File: config.mk
export PLATFORM = sky130hd
export DESIGN_NAME = seq_detector
export DESIGN_NICKNAME = d
export VERILOG_FILES = /design/src/rtl/seq_pkg.sv /design/src/rtl/sat_counter.sv /design/src/rtl/seq_detector.sv
export SDC_FILE = /design/constraint.sdc
export NUM_CORES = 1
export LEC_CHECK = 0
export ABC_AREA = 0
export CORE_UTILIZATION = 30
export CTS_CLUSTER_DIAMETER = 60
export DETAILED_ROUTE_END_ITERATION = 16
export HOLD_SLACK_MARGIN = 0.1
export MAX_ROUTING_LAYER = met4
export PLACE_DENSITY = 0.47
export SKIP_LAST_GASP = 1
export SLEW_MARGIN = 20
export SYNTH_ARGS = -nofsm -noshare
export SYNTH_HDL_FRONTEND = slang
export SYNTH_HIERARCHICAL = 1
export SYNTH_SLANG_ARGS = --single-unit
File: constraint.sdc
create_clock -name clk -period 7 [get_ports clk]
set_input_delay 1.4 -clock clk [delete_from_list [all_inputs] [get_ports clk]]
set_output_delay 1.4 -clock clk [all_outputs]
set_load 0.03 [all_outputs]
File: src/rtl/seq_pkg.sv
// Shared definitions for the serial sequence detector.
package seq_pkg;

    typedef enum logic [1:0] {
        SEARCH = 2'd0,
        TRACK  = 2'd1,
        LOCKED = 2'd2
    } state_t;

    localparam logic [7:0] SEQ_PATTERN_DEF = 8'b0001_0111;

endpackage

File: src/rtl/sat_counter.sv
// Up-counter that sticks at all-ones; clr has priority over inc.
module sat_counter #(
    parameter int unsigned W = 8
) (
    input  logic         clk,
    input  logic         rst_n,
    input  logic         clr,
    input  logic         inc,
    output logic [W-1:0] q
);

    always_ff @(posedge clk or negedge rst_n) begin
        if (!rst_n) begin
            q <= '0;
        end else if (clr) begin
            q <= '0;
        end else if (inc && (q != '1)) begin
            q <= q + 1'b1;
        end
    end

endmodule

File: src/rtl/seq_detector.sv
// Serial pattern detector with match counter and a lock FSM that tracks
// matches recurring with period exactly PAT_LEN.
module seq_detector
    import seq_pkg::*;
#(
    parameter int unsigned          PAT_LEN = 8,
    parameter logic [PAT_LEN-1:0]   PATTERN = SEQ_PATTERN_DEF,
    parameter bit                   OVERLAP = 1'b1,
    parameter int unsigned          LOCK_N  = 3,
    parameter int unsigned          CNT_W   = 8
) (
    input  logic             clk,
    input  logic             rst_n,
    input  logic             clear,
    input  logic             din,
    input  logic             din_valid,
    output logic             match,
    output logic [CNT_W-1:0] match_cnt,
    output logic             lock,
    output logic             lost
);

    localparam int unsigned FW = $clog2(PAT_LEN + 1);
    localparam int unsigned SW = $clog2(LOCK_N + 1);
    localparam logic [FW-1:0] FILL_MAX = FW'(PAT_LEN);
    localparam logic [FW-1:0] LEN_M1   = FW'(PAT_LEN - 1);
    localparam logic [SW-1:0] STREAK_LOCK = SW'(LOCK_N);

    logic [PAT_LEN-2:0] r_hist;
    logic [FW-1:0]      r_fill;
    logic [FW-1:0]      r_gap;
    logic [SW-1:0]      r_streak;
    state_t             r_state;
    logic               r_match;
    logic               r_lock;
    logic               r_lost;

    logic [PAT_LEN-1:0] w_window;
    logic               w_match;
    logic               w_gap_full;
    logic               w_periodic;
    logic               w_miss;

    assign w_window   = {r_hist, din};
    assign w_match    = din_valid && (r_fill >= LEN_M1) && (w_window == PATTERN);
    assign w_gap_full = (r_gap == LEN_M1);
    assign w_periodic = w_match && w_gap_full;
    assign w_miss     = din_valid && w_gap_full && !w_match;

    // gap saturates at PAT_LEN so a long silence reports a single miss.
    always_ff @(posedge clk or negedge rst_n) begin
        if (!rst_n) begin
            r_hist   <= '0;
            r_fill   <= '0;
            r_gap    <= '0;
            r_streak <= '0;
            r_state  <= SEARCH;
            r_match  <= 1'b0;
            r_lock   <= 1'b0;
            r_lost   <= 1'b0;
        end else if (clear) begin
            r_hist   <= '0;
            r_fill   <= '0;
            r_gap    <= '0;
            r_streak <= '0;
            r_state  <= SEARCH;
            r_match  <= 1'b0;
            r_lock   <= 1'b0;
            r_lost   <= 1'b0;
        end else begin
            r_match <= w_match;
            r_lost  <= 1'b0;
            if (din_valid) begin
                r_hist <= w_window[PAT_LEN-2:0];

                if (w_match && !OVERLAP) begin
                    r_fill <= '0;
                end else if (r_fill != FILL_MAX) begin
                    r_fill <= r_fill + 1'b1;
                end

                if (w_match) begin
                    r_gap <= '0;
                end else if (r_gap != FILL_MAX) begin
                    r_gap <= r_gap + 1'b1;
                end

                case (r_state)
                    SEARCH: begin
                        if (w_match) begin
                            r_state  <= TRACK;
                            r_streak <= SW'(1);
                        end
                    end
                    TRACK: begin
                        if (w_periodic) begin
                            r_streak <= r_streak + 1'b1;
                            if (r_streak + 1'b1 == STREAK_LOCK) begin
                                r_state <= LOCKED;
                                r_lock  <= 1'b1;
                            end
                        end else if (w_match) begin
                            r_streak <= SW'(1);
                        end else if (w_miss) begin
                            r_state  <= SEARCH;
                            r_streak <= '0;
                        end
                    end
                    LOCKED: begin
                        if (w_periodic) begin
                            r_state <= LOCKED;
                        end else if (w_match) begin
                            r_state  <= TRACK;
                            r_streak <= SW'(1);
                            r_lock   <= 1'b0;
                            r_lost   <= 1'b1;
                        end else if (w_miss) begin
                            r_state  <= SEARCH;
                            r_streak <= '0;
                            r_lock   <= 1'b0;
                            r_lost   <= 1'b1;
                        end
                    end
                    default: begin
                        r_state  <= SEARCH;
                        r_streak <= '0;
                        r_lock   <= 1'b0;
                    end
                endcase
            end
        end
    end

    sat_counter #(.W(CNT_W)) u_match_cnt (
        .clk   (clk),
        .rst_n (rst_n),
        .clr   (clear),
        .inc   (w_match),
        .q     (match_cnt)
    );

    assign match = r_match;
    assign lock  = r_lock;
    assign lost  = r_lost;

endmodule

Yosys cells after proc, flatten, opt, wreduce, memory -nomap -nowiden --
Index checks and enable logic that the tools add are counted. W data, S select, Z words.
Operators by class: add/subtract/negate cells 4, reduce and logical (&&, ||, !) cells 17, divide/modulo/power cells 0, bitwise logic cells 0, multiply operators 0, shift operators 0, order comparisons 1, multiplexer cells 43, equal/unequal tests 16
Operator list (count):
- $mux W2 | 15
- $mux W4 | 7
- $mux W8 | 2
- $ne A4 B4 Y1 const B | 4
- $mux W1 | 14
- $mux W7 | 2
- $pmux W2 S3 | 2
- $ne A3 B3 Y1 const B | 3
- $add A4 B1 Y4 const B | 2
- $add A8 B1 Y8 const B | 1
- $eq A8 B5 Y1 const B | 1
- $ne A8 B8 Y1 const B | 1
- $logic_and A1 B1 Y1 | 6
- $reduce_and A6 Y1 | 1
- $reduce_bool A2 Y1 | 3
- $eq A2 B2 Y1 const B | 2
- $eq A4 B3 Y1 const B | 1
- $ge A4 B3 Y1 const B | 1
- $ne A4 B3 Y1 const B | 1
- $reduce_and A2 Y1 | 2
- $reduce_and A4 Y1 | 1
- $ne A3 B2 Y1 const B | 1
- $pmux W1 S3 | 1
- $reduce_and A3 Y1 | 1
- other kinds (6) | 6
Word-level totals: bits in registers 30, latch bits 0, output and inout port bits 11, memories 0, bits in read-only memories 0, logic and storage cells 90, memory bits (writable) 0

Longest topological paths before layout --
depth in word-level cells 11, gate-level depth with buffers 8, mapped depth without buffers 6

Cells and area by module --
Netlist, hierarchy kept.
Modules (own cells, without submodules):
- seq_detector | area an instance 1244.9 um2, instances 1, cells each 131, seq. area each 550.5 um2
- sat_counter | area an instance 464.2 um2, instances 1, cells each 49, seq. area each 200.2 um2

Least setup slack after synthesis --
No wires, ideal clock.
path type input-to-reg, from input din, to register u_match_cnt.q[7], cell stages on the path 7, buffers on the path 2, data required time 6.906 ns, library setup time 0.094 ns, path slack 3.890 ns, arrival 3.016 ns, path through nand3_1 nor4_4 buf_2 buf_2 nand3_1 or3_1 a211oi_1
On the way: longest elaborated chain between the ends 4
Ends and longest elaborated chain:
- start, declared | line seq_detector.sv:15 | input logic din,
- $eq A8 B5 Y1 | line seq_detector.sv:45 | assign w_match = din_valid && (r_fill >= LEN_M1) && (w_window == PATTERN);
- $logic_and A1 B1 Y1 | line seq_detector.sv:45
- net w_match | line seq_detector.sv:39 | logic w_match;
- $logic_and A1 B1 Y1 | line sat_counter.sv:17 | end else if (inc && (q != '1)) begin
- $reduce_bool A2 Y1 (no line)
- end signal, assigned | line sat_counter.sv:18 | q <= q + 1'b1;
- end, declared | line sat_counter.sv:9 | output logic [W-1:0] q
The timed path passes the listed nets, and every way through them passes these cells. A chain may end at the register's enable or synchronous reset.

Worst setup path after layout --
from input din_valid, to register r_state[0]
On the way: longest elaborated chain between the ends 10, elaborated cells on any way between the ends 19
Ends and longest elaborated chain:
- start, declared | line seq_detector.sv:16 | input logic din_valid,
- $logic_and A1 B1 Y1 (2 in a row) | line seq_detector.sv:45
- $logic_not A1 Y1 | line seq_detector.sv:48 | assign w_miss = din_valid && w_gap_full && !w_match;
- $logic_and A1 B1 Y1 | line seq_detector.sv:48
- $mux W2
- $mux W2 (on tied branches)
- $mux W2 (on tied branches) | line seq_detector.sv:110, seq_detector.sv:96
- $pmux W2 S3 | line seq_detector.sv:88 | case (r_state)
- $mux W2 | line seq_detector.sv:73 | if (din_valid) begin
- $mux W2 | line seq_detector.sv:61 | end else if (clear) begin
- end signal, assigned | line seq_detector.sv:91 | r_state <= TRACK;
- end signal, assigned | line seq_detector.sv:111 | r_state <= LOCKED;
- end signal, assigned | line seq_detector.sv:113 | r_state <= TRACK;
- end, declared | line seq_detector.sv:33 | state_t r_state;
Several ways; a longest one is shown, not always the timed one. The select of a mux whose other input is x is not followed.

==> impl_metrics.yaml <==
outcome:
  status: "completed"
worst_hold_path:
  hp-class: "reg2reg"
  hold_end: "r_streak[1]"
  hold_start: "r_streak[1]"
  holdPathStages: 2
die:
  placementRows: 27
  dieArea_um2: 6000
  start_util: 0.310
  die_w_um: 77.5
  die_h_um: 77.5
  pin_count: 16
  core_um2: 5510
power_and_ir_drop:
  peakVddDrop_mv: 0.0750
  p_sw_uw: 86.6
  power-per-cell-area_nw_per_um2: 173
  totalPowerFinal_uw: 347
  p_comb_frac: 0.095
  internal_power_uw: 260
  sequentialPowerShare: 0.530
  p_sw_frac: 0.250
  p_leak_nw: 0.829
  p_clk_frac: 0.374
synth:
  synth-main-ff-cell: "dfrtp_1"
  post-synth-top-area-fraction: 0.439
  synth_nets: 191
  synth_area_leaders: "dfrtp_1 44%, mux2i_1 5.9%, ha_1 4.4%"
  synthCells: 180
  yosys.area.top_type: "dfrtp_1"
  syn_area_per_cell_um2: 9.50
  async_flop_share: 1.00
  ys_ff_latch: 30
  syn_area_um2: 1710
  ys_types: 45
  ys_warn_count: 6
  yosysSeqAreaShare: 0.439
  synth_edf_count: 0
grt:
  grt_max_degree: 39
  grt_pass1_vias: 1358
  overflow: 0
  grt_usage: 0.135
  grt_use_met3: 0.0365
  gr-usage-met2: 0.219
  grt_pass1_wl_um: 6120
  grtUsageMet1: 0.154
  grt.busiest_layer: "met2"
  antenna_found_initial: 0
critical_path:
  critPathCaptureType: "flop"
  r2r-end: "r_state[0]"
  required_ps: 7150
  cp-start-kind: "input pin"
  critical_path_class: "in2reg"
  critPathMaxFanout: 25
  arrival_ps: 3980
  r2r_slack_ps: 4750
  timing.rr.start: "r_hist[4]"
  reg2reg_depth: 6
clock_tree:
  cts_sinks: 30
  numCtsBuffers: 5
  ctsResizeCount: 0
  post-cts-setup-buffers: 0
  postCtsHoldBufs: 0
  cts_root_buf: "clkbuf_8"
  cts_tree: "done"
  clockBufferDepth: 2
  cts.clk_slew.worst_paths_ps: 60
  clock_latency_ps: 280
  cts_max_level: 2
job:
  cap_violations: 0
drt:
  dr.pass1.iters: 4
  via_per_inst: 5.10
  drc: 0
  drt_iter0_drc: 101
  wl_per_cell_um: 13.7
  ant_nets: 0
  vias: 1356
  finalWirelength_um: 3630
layout:
  multiInputGateArea_um2: 873
  seq_area_um2: 751
  drive_above_1_share: 0.0876
  nFillCells: 566
  insertedDiodeCount: 0
  finalNetCount: 205
  syn_to_final_growth_pct: 17.3
  layout_commonest_cell: "dfrtp_1"
  final_cell_mix: "30 x dfrtp_1, 15 x nor2_1, 15 x clkdlybuf4s50_1"
timing:
  setup-tns-final_ps: 0
  slew_violations: 0
  rsz0062_at_grt: "no"
  hold_viol_final: 0
  fin_crit_sh: 0.548
  max_slew_margin: 0.399
  clock.fmax_ghz: 0.261
  worst_pin_slew_ps: 899
  fin_crit_ps: 3830
  skew_ps: 4.81
  setup_violations: 0
placement:
  gp_congestion: 0.746
  hpwl_um: 2350
  port_buffers: 15
metal layers:
layer	routed length (µm)	vias to the layer above
met5	0	-
li1	-	662
met1	1700	655
met3	131	7
met4	61	0
met2	1740	32
power groups by stage:
stage / combinational [mW] / clock [mW] / sequential (mW)
after floorplan: 0.0231 / 0 / 0.184
after global placement: 0.0318 / 0 / 0.186
after detailed placement: 0.0335 / 0 / 0.187
after CTS: 0.0336 / 0.135 / 0.184
after global routing: 0.0377 / 0.142 / 0.184
final: 0.0330 / 0.130 / 0.184
Yosys cell counts, types with 2 or more instances:
cell and instances:
a2111oi_0 2, a211oi_1 3, a21oi_1 10, a31oi_1 3, buf_1 3, buf_2 2, clkbuf_1 6, dfrtp_1 30
ha_1 6, inv_1 11, mux2_2 2, mux2i_1 10, nand2_1 14, nand2b_1 5, nand3_1 4, nand4_1 5
nor2_1 15, nor2b_1 4, nor3_1 9, nor3b_1 3, o211ai_1 2, o21ai_0 3, or3_1 2, xnor2_1 4
xor2_1 2
cell families (layout without fill, tap and decap cells):
group | count (synthesis) | in the layout | synth area share
AO/OA/AOI/OAI | 33 | 33 | 0.130
AND/OR/NAND/NOR | 70 | 70 | 0.225
XOR/XNOR | 6 | 6 | 0.0307
adder cells (fa/ha/maj) | 6 | 6 | 0.0439
multiplexers | 13 | 13 | 0.0805
flip-flops | 30 | 30 | 0.439
buffers and inverters | 22 | 36 | 0.0498
critical path: stages:
cell and delay, ps:
clkdlybuf4s50_1 1060, nand2_1 230, nor4_4 250, buf_4 300, mux2_4 350, a311oi_1 290, a211oi_1 90
cell type report:
class,instances,area share
clock buffer,7,0.0381
sequential,30,0.375
inverter,11,0.0206
tap,72,0.0449
timing repair buffer,18,0.0861
multi-input combinational,128,0.436
per-stage QoR:
step           std cells   util  area, µm²  hold slack [ps]  setup slack [ps]
2_1_floorplan        180      -       1710              470              3890
3_3_place_gp         259  0.350       1930              505              3000
3_5_place_dp         259  0.350       1930              499              2900
4_1_cts              266  0.364       2000              514              3190
5_1_grt              266  0.364       2000              552              2970
6_report             266  0.364       2000              507              3170
how the worst max path moves through the flow:
| stage | from | endpoint | slack (ps) |
|---|---|---|---|
| 6_report | din_valid | r_state[0] | 3170 |
| 4_1_cts | din_valid | r_state[0] | 3190 |
| 3_3_place_gp | din_valid | u_match_cnt/q[7] | 3000 |
| 3_5_place_dp | din_valid | r_state[0] | 2900 |
| 2_1_floorplan | din | u_match_cnt/q[7] | 3890 |
| 5_1_grt | din_valid | u_match_cnt/q[5] | 2970 |
sequential cells by signal (all words and copies together), names as in the netlist:
name           cells
r_hist             7
lost               1
r_state            2
u_match_cnt/q      8
r_streak           2
r_fill             4
r_gap              4
lock               1
match              1
Power figures use the tool's default switching activity.
==> patch 1: new RTL, same flow settings <==
Set the parameter `OVERLAP` to 1'b0 (it was 1'b1).
--- a/src/rtl/seq_detector.sv
+++ b/src/rtl/seq_detector.sv
@@ -6,5 +6,5 @@
     parameter int unsigned          PAT_LEN = 8,
     parameter logic [PAT_LEN-1:0]   PATTERN = SEQ_PATTERN_DEF,
-    parameter bit                   OVERLAP = 1'b1,
+    parameter bit                   OVERLAP = 1'b0,
     parameter int unsigned          LOCK_N  = 3,
     parameter int unsigned          CNT_W   = 8
Function: same outputs for any inputs over 10 cycles, from zero or initial values and one cycle with rst_n low; that may be too few to reach the edited logic, so the function may still have changed.
==> patch 1 against the unedited design <==
Register-to-register slack worse by 0.56 ns; sequential cell count did not move; combinational power decreased by 15%; total power increased by 1.5%; synthesized area is essentially flat; routed wire length decreased by 1.7%; largest power group unchanged; sequential share of layout area increased by 0.094 points; final area down 0.25%; clock skew shrank 0.0016 ns; worst setup slack got worse by 0.47 ns; largest cell class unchanged; count of clock-buffer cells in the layout did not move.
==> patch 1: results (changes against the unedited design) <==
[finish]
buffers = 16  ; was 18
multi_input_area_share_pct = 43.43  ; was 43.57%
seq_cells = 30  ; unchanged
nClkBuffers = 7  ; unchanged
layout-drive-gt1-share_pct = 8.290  ; was 8.763%
clkCellAreaFrac_pct = 4.568  ; was 3.808%
final_nets = 203  ; was 205
nonClkBufAreaFrac_pct = 7.885  ; was 8.614%
nFillCells = 550  ; was 566

[setup_path]
crit_path_max_fanout = 20  ; was 25
critPathArrivalTime_ns = 4.41  ; was 3.98 ns
critPathMaxStageDelay_ns = 1.04  ; was 1.06 ns

[yosys]
ys_seq_area_share_pct = 43.89  ; was 43.92%
netlist-cell-type-count = 48  ; was 45
netlist_top_cells_area = dfrtp_1, mux2i_1, ha_1  ; unchanged
synth_commonest_cells = dfrtp_1, nor2_1, nand2_1  ; unchanged
postSynth.asyncResetShare_pct = 100.0  ; unchanged

[global_routing]
met2_usage_pct = 19.56  ; was 21.95%
met1_usage_pct = 18.28  ; was 15.37%
grt_pass1_vias = 1291  ; was 1358
grt_pass1_wl_mm = 6.251  ; was 6.120 mm
grt_max_degree = 31  ; was 39
grtUsageTotal_pct = 13.63  ; was 13.49%

[detailed_routing]
wl_met3_um = 132  ; was 131 um
wl_met2_mm = 1.588  ; was 1.740 mm
wl_per_cell_um = 13.48  ; was 13.65 um
route.layer.met1.wl_mm = 1.780  ; was 1.698 mm
initialDrtViolationCount = 97  ; was 101
drtPass1Iterations = 5  ; was 4
viasPerCell = 5.038  ; was 5.098

[sta]
tightest_slew_ns = 1.017  ; was 0.8987 ns
finClkSkew_ns = 0.003247  ; was 0.004806 ns

[power]
power_leakage_nw = 0.8485  ; was 0.8289 nW
ir_worst_vdd_mv = 0.08262  ; was 0.07498 mV

[placement]
port_buffers = 15  ; unchanged
dpl_cell_area_sq_um = 1908  ; was 1928 sq um
gp_congestion = 0.7728  ; was 0.7463
post-dp-hpwl_mm = 2.465  ; was 2.350 mm

[worst_hold_path]
holdPathStages = 2  ; unchanged

[run_status]
outcome = complete, no violations  ; unchanged

-- patch 1: cells by family (layout without fill, tap and decap cells) --
| logic type | after synthesis | after routing | share of synthesized area [%] |
|---|---|---|---|
| AOI/OAI and AO/OA | 32 | 32 | 13.53 |
| xor gates and xnor gates | 7 | 7 | 3.585 |
| adders and majority gates | 6 | 6 | 4.389 |
| buffers and inverters | 22 | 35 | 5.340 |
| DFF | 30 | 30 | 43.89 |
| muxes | 11 | 11 | 6.584 |
| and+or+nand+nor | 72 | 72 | 22.68 |
-- patch 1: power breakdown --
group | switching [mW] | leakage, nW | internal (mW)
Combinational | 0.0168 | 0.386 | 0.0114
Clock | 0.0624 | 0.0482 | 0.0791
Sequential | 0.00439 | 0.414 | 0.178
-- patch 1: path summary, 6_finish.rpt --
| kind | startpoint | end | slack, ns |
|---|---|---|---|
| worst max-delay path | din_valid | u_match_cnt/q[5] | 2.70 |
| worst min-delay path | r_hist[6] | r_hist[6] | 0.53 |
| worst max register to register | r_hist[2] | u_match_cnt/q[5] | 4.19 |
| worst min register to register | r_hist[6] | r_hist[6] | 0.53 |
| max in group asynchronous | rst_n | u_match_cnt/q[4] | 5.20 |
| min in group asynchronous | rst_n | u_match_cnt/q[7] | 1.50 |
-- patch 1: metrics by stage --
stage / total power, mW / setup slack, ns / instances / hold WS [ns] / util (%)
after global placement: 0.2122 / 2.587 / 257 / 0.5085 / 34.65
after global routing: 0.3706 / 2.445 / 265 / 0.5846 / 36.31
final: 0.3517 / 2.696 / 265 / 0.5287 / 36.31
after CTS: 0.3607 / 2.716 / 265 / 0.5435 / 36.31
after floorplan: 0.2027 / 3.876 / 180 / 0.4816 / -
after detailed placement: 0.2138 / 2.419 / 257 / 0.5276 / 34.65
==> patch 2: new RTL, same settings <==
Without the edit above. The 3 states of `state_t` get a one-hot encoding in 3 bits.
--- a/src/rtl/seq_pkg.sv
+++ b/src/rtl/seq_pkg.sv
@@ -2,8 +2,8 @@
 package seq_pkg;
 
-    typedef enum logic [1:0] {
-        SEARCH = 2'd0,
-        TRACK  = 2'd1,
-        LOCKED = 2'd2
+    typedef enum logic [2:0] {
+        SEARCH = 3'b001,
+        TRACK  = 3'b010,
+        LOCKED = 3'b100
     } state_t;
 
Check against the original RTL: same outputs for any inputs over 10 cycles, from zero or initial values and one cycle with rst_n low; not proved beyond that.
==> patch 2 against the unedited design <==
Synthesized area is 5.1% higher; largest cell class unchanged; worst setup slack improved by 0.033 ns; routed wire length increased by 2.9%; final area grew 4.6%; clock skew decreased by 0.0020 ns; sequential cell count grew 1; count of clock-buffer cells in the layout rose by 1; hold slack improved by 0.024 ns; first-iteration DRC count decreased by 67%.
Power is not compared: it rests on default switching activity, and its combinational part moved more than twofold at a synthesized area within 25%.
==> patch 2: results (changes against the unedited design) <==
[global_routing]
met1_usage_pct = 16.81  ; was 15.37%
grt_pass1_vias = 1461  ; was 1358
grt_pass1_wl_mm = 6.775  ; was 6.120 mm
met2_usage_pct = 23.02  ; was 21.95%
grtUsageTotal_pct = 14.14  ; was 13.49%
grt_max_degree = 37  ; was 39
grt_util_met3_pct = 3.771  ; was 3.647%

[detailed_routing]
route.layer.met1.wl_mm = 1.790  ; was 1.698 mm
wl_met3_um = 100  ; was 131 um
viasPerCell = 5.120  ; was 5.098
drtPass1Iterations = 2  ; was 4
wirelength_mm = 3.736  ; was 3.632 mm
wl_met2_mm = 1.788  ; was 1.740 mm
initialDrtViolationCount = 33  ; was 101

[finish]
nFillCells = 567  ; was 566
layout-drive-gt1-share_pct = 10.34  ; was 8.763%
antenna_cells = 0  ; unchanged
final_nets = 213  ; was 205

[power]
power_leakage_nw = 0.8463
ir_worst_vdd_mv = 0.08312

[sta]
maxSlewHeadroom_pct = 42.55  ; was 39.90%
finClkSkew_ns = 0.002850  ; was 0.004806 ns

[yosys]
netlist-cell-type-count = 51  ; was 45
syn_nets = 199  ; was 191
postSynth.asyncResetShare_pct = 100.0  ; unchanged
ys_seq_area_share_pct = 43.25  ; was 43.92%
syn_area_sq_um = 1797  ; was 1709 sq um
netlist_top_cells_area = dfrtp_1, mux2i_1, ha_1  ; unchanged

[clock_tree]
clockBufferDepth = 2  ; unchanged
cts-root-buf = clkbuf_8  ; unchanged

[placement]
post-dp-hpwl_mm = 2.507  ; was 2.350 mm
port_buffers = 15  ; unchanged
gp_congestion = 0.8143  ; was 0.7463
dpl_cell_area_sq_um = 2016  ; was 1928 sq um

[setup_path]
critPathMaxStageDelay_ns = 1.03  ; was 1.06 ns
critPathArrivalTime_ns = 3.99  ; was 3.98 ns

[run_status]
outcome = complete, no violations  ; unchanged

-- patch 2: final timing paths --
check                             from               end  slack (ns)  cells past startpoint
max in group asynchronous        rst_n        r_state[0]        5.16                      2
max                          din_valid  u_match_cnt/q[7]        3.20                      7
min reg2reg                r_streak[1]       r_streak[1]        0.53                      2
min in group asynchronous        rst_n         r_hist[0]        1.51                      2
min                        r_streak[1]       r_streak[1]        0.53                      2
max reg2reg                  r_hist[4]  u_match_cnt/q[7]        4.76                      6
-- patch 2: area by class of cell --
type                    count  area [sq um]  area share (%)
clock buffers               8         80.08           3.821
inverters                   7         26.28           1.254
multi-input cells         139         949.7           45.31
flip-flops and latches     31         777.0           37.07
well taps                  72         90.09           4.299
repair buffers             18         172.7           8.239
-- patch 2: stage by stage --
| stage | cells | setup WS, ns | utilization (%) | power (mW) |
|---|---|---|---|---|
| after global placement | 267 | 2.975 | 35.73 | 0.2748 |
| after global routing | 275 | 2.967 | 37.15 | 0.4347 |
| after CTS | 275 | 3.202 | 37.15 | 0.4169 |
| final | 275 | 3.199 | 37.15 | 0.4077 |
| after detailed placement | 267 | 2.898 | 35.73 | 0.2759 |
| after floorplan | 188 | 3.900 | - | 0.2560 |
-- patch 2: report_power, final --
part           switching (mW)  total [mW]  internal, mW
registers              0.0130       0.201         0.188
logic                  0.0363      0.0708        0.0345
clock network          0.0652       0.136        0.0706
total                   0.115       0.408         0.293
-- patch 2: logic make-up after synthesis --
kind of cell,synth area share (%)
AND/OR/NAND/NOR,24.79
AO/OA/AOI/OAI,12.89
multiplexers,8.078
XOR/XNOR,2.925
adder cells (fa/ha/maj),4.178
buffers and inverters,3.900
flip-flops,43.25
-- patch 2: critical path, delay by kind of cell --
kind	cells	cell delay, ns
buffers and inverters	2	1.34
AOI/OAI and AO/OA	1	0.23
and+or+nand+nor	4	1.01
